[config.mk]
export PLATFORM = sky130hd
export DESIGN_NAME = svc_rv_soc_run_ctrl
export DESIGN_NICKNAME = d
export VERILOG_FILES = /design/src/rtl/svc_rv_soc_run_ctrl_pkg.sv /design/src/rtl/svc_rv_run_hold_cnt.sv /design/src/rtl/svc_rv_soc_run_ctrl.sv
export SDC_FILE = /design/constraint.sdc
export NUM_CORES = 1
export LEC_CHECK = 0
export CAP_MARGIN = 10
export CORE_MARGIN = 2
export CORE_UTILIZATION = 33
export DETAILED_ROUTE_END_ITERATION = 10
export MAX_ROUTING_LAYER = met4
export PLACE_DENSITY = 0.67
export SLEW_MARGIN = 40
export SYNTH_ARGS = -nofsm -noshare
export SYNTH_HDL_FRONTEND = slang
export SYNTH_SLANG_ARGS = --single-unit
[constraint.sdc]
create_clock -name clk -period 6.1 [get_ports clk]
set_clock_uncertainty 0.1 [all_clocks]
set_input_delay 1.22 -clock clk [delete_from_list [all_inputs] [get_ports clk]]
set_output_delay 1.22 -clock clk [all_outputs]
set_load 0.02 [all_outputs]
[src/rtl/svc_rv_soc_run_ctrl_pkg.sv]
// Shared types and sizing helpers for the RISC-V SoC run/halt sequencer.
package svc_rv_soc_run_ctrl_pkg;

   typedef enum logic [1:0] {
      IDLE = 2'd0,
      HOLD = 2'd1,
      RUN  = 2'd2,
      DONE = 2'd3
   } state_t;

   localparam int unsigned RST_CYCLES_DEFAULT = 4;
   localparam int unsigned HOLD_CNT_W         = $clog2(RST_CYCLES_DEFAULT + 1);

   // Hold-counter width for an arbitrary reset length, never narrower than 1 bit.
   function automatic int unsigned hold_cnt_w(input int unsigned rst_cycles);
      return (rst_cycles < 1) ? 1 : $clog2(rst_cycles + 1);
   endfunction

endpackage

[src/rtl/svc_rv_run_hold_cnt.sv]
// Down-counter that times the core reset hold; expired_o is high once it reaches zero.
module svc_rv_run_hold_cnt
   import svc_rv_soc_run_ctrl_pkg::*;
#(
   parameter int unsigned W        = HOLD_CNT_W,
   parameter int unsigned LOAD_VAL = RST_CYCLES_DEFAULT - 1
) (
   input  logic clk,
   input  logic rst_n,
   input  logic load_i,
   input  logic en_i,
   output logic expired_o
);

   localparam logic [W-1:0] LOAD_V = W'(LOAD_VAL);

   logic [W-1:0] cnt_q;
   logic [W-1:0] cnt_d;

   always_comb begin
      cnt_d = cnt_q;
      if (load_i) begin
         cnt_d = LOAD_V;
      end else if (en_i && (cnt_q != '0)) begin
         cnt_d = cnt_q - 1'b1;
      end
   end

   always_ff @(posedge clk or negedge rst_n) begin
      if (!rst_n) begin
         cnt_q <= '0;
      end else begin
         cnt_q <= cnt_d;
      end
   end

   assign expired_o = (cnt_q == '0);

endmodule

[src/rtl/svc_rv_soc_run_ctrl.sv]
// Run/halt sequencer: holds the SoC core in reset, runs it, and stops on ebreak, trap or watchdog.
module svc_rv_soc_run_ctrl
   import svc_rv_soc_run_ctrl_pkg::*;
#(
   parameter int unsigned     CNT_W        = 32,
   parameter int unsigned     RST_CYCLES   = RST_CYCLES_DEFAULT,
   parameter logic [CNT_W-1:0] TIMEOUT     = '0,
   parameter bit              AUTO_RESTART = 1'b0
) (
   input  logic             clk,
   input  logic             rst_n,
   input  logic             start,
   input  logic             abort,
   input  logic             core_ebreak,
   input  logic             core_trap,
   output logic             core_rst_n,
   output logic             busy,
   output logic             done,
   output logic             trapped,
   output logic             timed_out,
   output logic [CNT_W-1:0] cycles,
   output logic [CNT_W-1:0] run_count,
   output state_t           dbg_state
);

   localparam int unsigned     HOLD_W     = hold_cnt_w(RST_CYCLES);
   localparam logic [CNT_W-1:0] TIMEOUT_M1 = TIMEOUT - 1'b1;

   state_t            state_q, state_d;
   logic              core_rst_n_q, core_rst_n_d;
   logic              busy_q, busy_d;
   logic              done_q, done_d;
   logic              trapped_q, trapped_d;
   logic              timed_out_q, timed_out_d;
   logic [CNT_W-1:0]  cycles_q, cycles_d;
   logic [CNT_W-1:0]  run_count_q, run_count_d;
   logic              hold_load;
   logic              hold_expired;

   svc_rv_run_hold_cnt #(
      .W        (HOLD_W),
      .LOAD_VAL (RST_CYCLES - 1)
   ) u_hold_cnt (
      .clk       (clk),
      .rst_n     (rst_n),
      .load_i    (hold_load),
      .en_i      (state_q == HOLD),
      .expired_o (hold_expired)
   );

   always_comb begin
      state_d     = state_q;
      trapped_d   = trapped_q;
      timed_out_d = timed_out_q;
      cycles_d    = cycles_q;
      run_count_d = run_count_q;

      case (state_q)
         IDLE: begin
            if (!abort && start) begin
               state_d     = HOLD;
               cycles_d    = '0;
               trapped_d   = 1'b0;
               timed_out_d = 1'b0;
            end
         end
         HOLD: begin
            if (abort) begin
               state_d = IDLE;
            end else if (hold_expired) begin
               state_d = RUN;
            end
         end
         RUN: begin
            // Every RUN cycle counts, including the one that ends the run.
            if (cycles_q != '1) begin
               cycles_d = cycles_q + 1'b1;
            end
            if (abort) begin
               state_d = IDLE;
            end else if (core_trap) begin
               state_d   = DONE;
               trapped_d = 1'b1;
            end else if (core_ebreak) begin
               state_d     = DONE;
               run_count_d = run_count_q + 1'b1;
            end else if ((TIMEOUT != '0) && (cycles_q == TIMEOUT_M1)) begin
               state_d     = DONE;
               timed_out_d = 1'b1;
            end
         end
         DONE: begin
            if (abort) begin
               state_d = IDLE;
            end else if (start || (AUTO_RESTART && !trapped_q && !timed_out_q)) begin
               state_d     = HOLD;
               cycles_d    = '0;
               trapped_d   = 1'b0;
               timed_out_d = 1'b0;
            end
         end
         default: state_d = IDLE;
      endcase

      hold_load    = (state_d == HOLD) && (state_q != HOLD);
      core_rst_n_d = (state_d == RUN);
      busy_d       = (state_d == HOLD) || (state_d == RUN);
      done_d       = (state_d == DONE);
   end

   always_ff @(posedge clk or negedge rst_n) begin
      if (!rst_n) begin
         state_q      <= IDLE;
         core_rst_n_q <= 1'b0;
         busy_q       <= 1'b0;
         done_q       <= 1'b0;
         trapped_q    <= 1'b0;
         timed_out_q  <= 1'b0;
         cycles_q     <= '0;
         run_count_q  <= '0;
      end else begin
         state_q      <= state_d;
         core_rst_n_q <= core_rst_n_d;
         busy_q       <= busy_d;
         done_q       <= done_d;
         trapped_q    <= trapped_d;
         timed_out_q  <= timed_out_d;
         cycles_q     <= cycles_d;
         run_count_q  <= run_count_d;
      end
   end

   assign core_rst_n = core_rst_n_q;
   assign busy       = busy_q;
   assign done       = done_q;
   assign trapped    = trapped_q;
   assign timed_out  = timed_out_q;
   assign cycles     = cycles_q;
   assign run_count  = run_count_q;
   assign dbg_state  = state_q;

endmodule

==> flow_metrics.tcl <==
set metrics [dict create \
    crit_chain "clkdlybuf4s50_1 -> nor2b_1 -> a2bb2oi_1 -> buf_4 -> o31ai_4 -> buf_4 -> or4_1 -> nand3_1" \
    cts_root_buf "clkbuf_16" \
    hold_path.startpoint "run_count[31]$_DFFE_PN0P_" \
    finalCriticalPeriod_ps 3301 \
    cts-htree-levels 3 \
    ys.flop_type "dfrtp_1" \
    synth_adder_area_share_pct 3.174 \
    cp.arrival_ps 3480 \
    tightest_slew_ps 765.4 \
    synth_top_area_share_pct 46.33 \
    max_slew_margin_pct 48.98 \
    area_growth_pct 31.01 \
    synth_compound_area_share_pct 9.679 \
    yosys.area_share.simple_pct 27.90 \
    core_mm2 0.01152 \
    synth_edf_count 0 \
    grt_pass1_vias 3271 \
    share_clk_of_total_power_pct 40.1 \
    p_seq_share_pct 38.0 \
    syn_area_mm2 0.003943 \
    synth_top_family_by_area "simple AND/OR/NAND/NOR gates" \
    drive_above_1_share_pct 6.375 \
    ant_nets 0 \
    synth-xor-area-share_pct 7.331 \
    synth.net_count 440 \
    crit_slowest_cell "clkdlybuf4s50_1" \
    start_kind "input pin" \
    overflow 0 \
    rr_startpoint "cycles[10]$_DFFE_PN0P_" \
    synth_area_leaders "dfrtp_1 46%, nand2_1 5.5%, xnor2_1 4.9%" \
    critPathRequiredTime_ps 6280 \
    cts_made_buffers 9 \
    routed_via_density 5.428 \
    yosysSeqAreaShare_pct 46.33 \
    ys_seq_elements 73 \
    combPwrFrac_pct 21.9 \
    crit_start "start" \
    wl_mm 9.729 \
    grt_usage_pct 16.40 \
    ys_warn_count 0 \
    holdBufCountCts 0 \
    synth_async_sr_flop_share_pct 100.0 \
    synth.mux.area_fraction_pct 2.348 \
    setup-tns-final_ps 0 \
    run_status "completed" \
    place.port_buffers 75 \
    slowest_delay_ps 480 \
    rsz0062_at_grt "false" \
    worstSetupPathType "in2reg" \
    fmax_mhz 302.9 \
    synth_area_per_cell_um2 9.298 \
    vdd_drop_max_mv 0.1118 \
    gp_congestion 0.8109 \
    instances_no_fill 645 \
    postCtsSetupBuffers 0 \
    drt_pass1_iterations 6 \
    power.internal_uw 965.1 \
    rows 39 \
    grt_start_max_net_pins 39 \
    dp.cells 629 \
    vias 3501 \
    cp-end-kind "flip-flop" \
    syn_inst 424 \
    synth_top_cell_by_area "dfrtp_1" \
    p_sw_uw 423.9 \
    cts_sinks 73 \
    die_area_mm2 0.01284 \
    min_period_over_period_pct 54.11 \
    hold_violations 0 \
    drv_cap 0 \
    grt_first_pass_wirelength_mm 16.37 \
    fp.dieH_um 113.3 \
    clk_pin_slew_ps 60 \
    path_common_cell "buf_4" \
    ios 77 \
    p_leak_uw 0.002159 \
    drcViolationCount 0 \
    swShare_pct 30.52 \
    power.density_mw_per_mm2 268.9 \
    antenna_found_initial 0 \
    wire_per_inst_um 15.08 \
    fp.dieW_um 113.3 \
    setup_viol 0 \
    worstHoldPathType "reg2reg" \
    slew_violations 0 \
    worstSkewPairLatency_ps 340 \
    start_util_pct 34.24 \
    cts_tree "yes" \
    diodes 0 \
    drt_iter0_markers 186 \
    fin_nets 513 \
    cts_resized 0 \
    worstPathMaxFanout 20 \
    hpwlAfterDp_mm 6.899 \
    synth_cell_type_count 51 \
    clk_path_buf_depth 2 \
]
-- logic make-up after synthesis --
| family | after synthesis |
|---|---|
| AOI/OAI and AO/OA | 56 |
| buffers and inverters | 30 |
| and+or+nand+nor | 212 |
| DFF | 73 |
| other | 1 |
| muxes | 9 |
| xor gates and xnor gates | 33 |
| adders and majority gates | 10 |
-- state kept, by name, summed over array words and instances, names as in the netlist --
name	flops
u_hold_cnt.cnt_q	3
trapped	1
run_count	32
dbg_state	2
busy	1
cycles	32
core_rst_n	1
done	1
-- layer usage --
layer / vias to the layer above / track usage, % / routed length (µm)
met4: 0 / 5.041 / 87
met5: - / - / 0
met1: 1728 / 20.99 / 4525
met2: 82 / 25.63 / 4638
li1: 1684 / - / -
met3: 7 / 4.231 / 478
-- power groups by stage --
stage	Clock [µW]	Combinational, µW	Sequential (µW)
after floorplan	0	188	549
after global placement	0	294	536
after detailed placement	0	306	536
after CTS	572	306	528
after global routing	597	340	531
final	557	304	528
-- placed cells by master (no fill, tap or decap), types with 10 or more instances in the layout --
cell,count
nor3_1,11
inv_1,12
nand4_1,15
and3_1,10
dfrtp_1,73
nor2_1,32
xor2_1,11
ha_1,10
nand3_1,37
nand2_1,58
o21ai_0,15
clkdlybuf4s50_1,74
xnor2_1,22
-- cells in the mapped netlist (2+ instances only) --
master    count
dfrtp_1      73
nor2_1       32
nor4_2        2
o211ai_1      5
a22o_1        4
and2_1        7
nor4b_1       2
mux2_2        2
xnor2_1      22
o21ai_0      15
nand2b_1      4
nand3_1      37
nor4_1       10
a21oi_1       9
a311oi_1      2
nand2_1      58
or2_2         2
or4_1         9
o311ai_0      3
and3_1       10
mux2i_1       7
o31ai_1       2
nand4_1      15
xor2_1       11
nor3_1       11
clkbuf_1     11
buf_2         6
and4_1        5
a41oi_1       3
inv_1        12
ha_1         10
a211o_1       4
-- final timing paths --
| path | slack (ps) | endpoint | cells after the start |
|---|---|---|---|
| min reg2reg | 370 | run_count[31]$_DFFE_PN0P_ | 1 |
| max reg2reg | 3170 | cycles[21]$_DFFE_PN0P_ | 6 |
| max in group asynchronous | 4290 | cycles[11]$_DFFE_PN0P_ | 2 |
| min | 370 | run_count[31]$_DFFE_PN0P_ | 1 |
| max | 2800 | cycles[22]$_DFFE_PN0P_ | 8 |
| min in group asynchronous | 730 | done$_DFF_PN0_ | 1 |
-- final cells by class --
| type | count | area (µm²) |
|---|---|---|
| sequential | 73 | 1827 |
| clock buffer | 12 | 266.5 |
| fill | 1100 | 6351 |
| tap | 143 | 178.9 |
| timing repair buffer | 80 | 785.8 |
| inverter | 12 | 45.04 |
| multi-input combinational | 321 | 2012 |
| clock inverter | 4 | 50.05 |
-- through the flow --
| step | area (µm²) | hold slack, ps | setup slack (ps) | power [µW] | util, % |
|---|---|---|---|---|---|
| floorplan | 3943 | 358.9 | 3427 | 736.8 | - |
| global placement | 4840 | 357.8 | 2480 | 829.4 | 42.03 |
| detailed placement | 4840 | 363.5 | 2434 | 841.5 | 42.03 |
| CTS | 5156 | 372.6 | 2782 | 1406 | 44.77 |
| global route | 5165 | 408.7 | 2618 | 1468 | 44.85 |
| finish | 5165 | 365.3 | 2799 | 1389 | 44.85 |
-- worst max-delay path: cells and delay by family --
| kind | cells | cell delay [ps] |
|---|---|---|
| buf+inv | 3 | 950 |
| simple gates | 3 | 890 |
| compound gates | 2 | 410 |
Note: power is estimated with default switching activity, not from simulation.
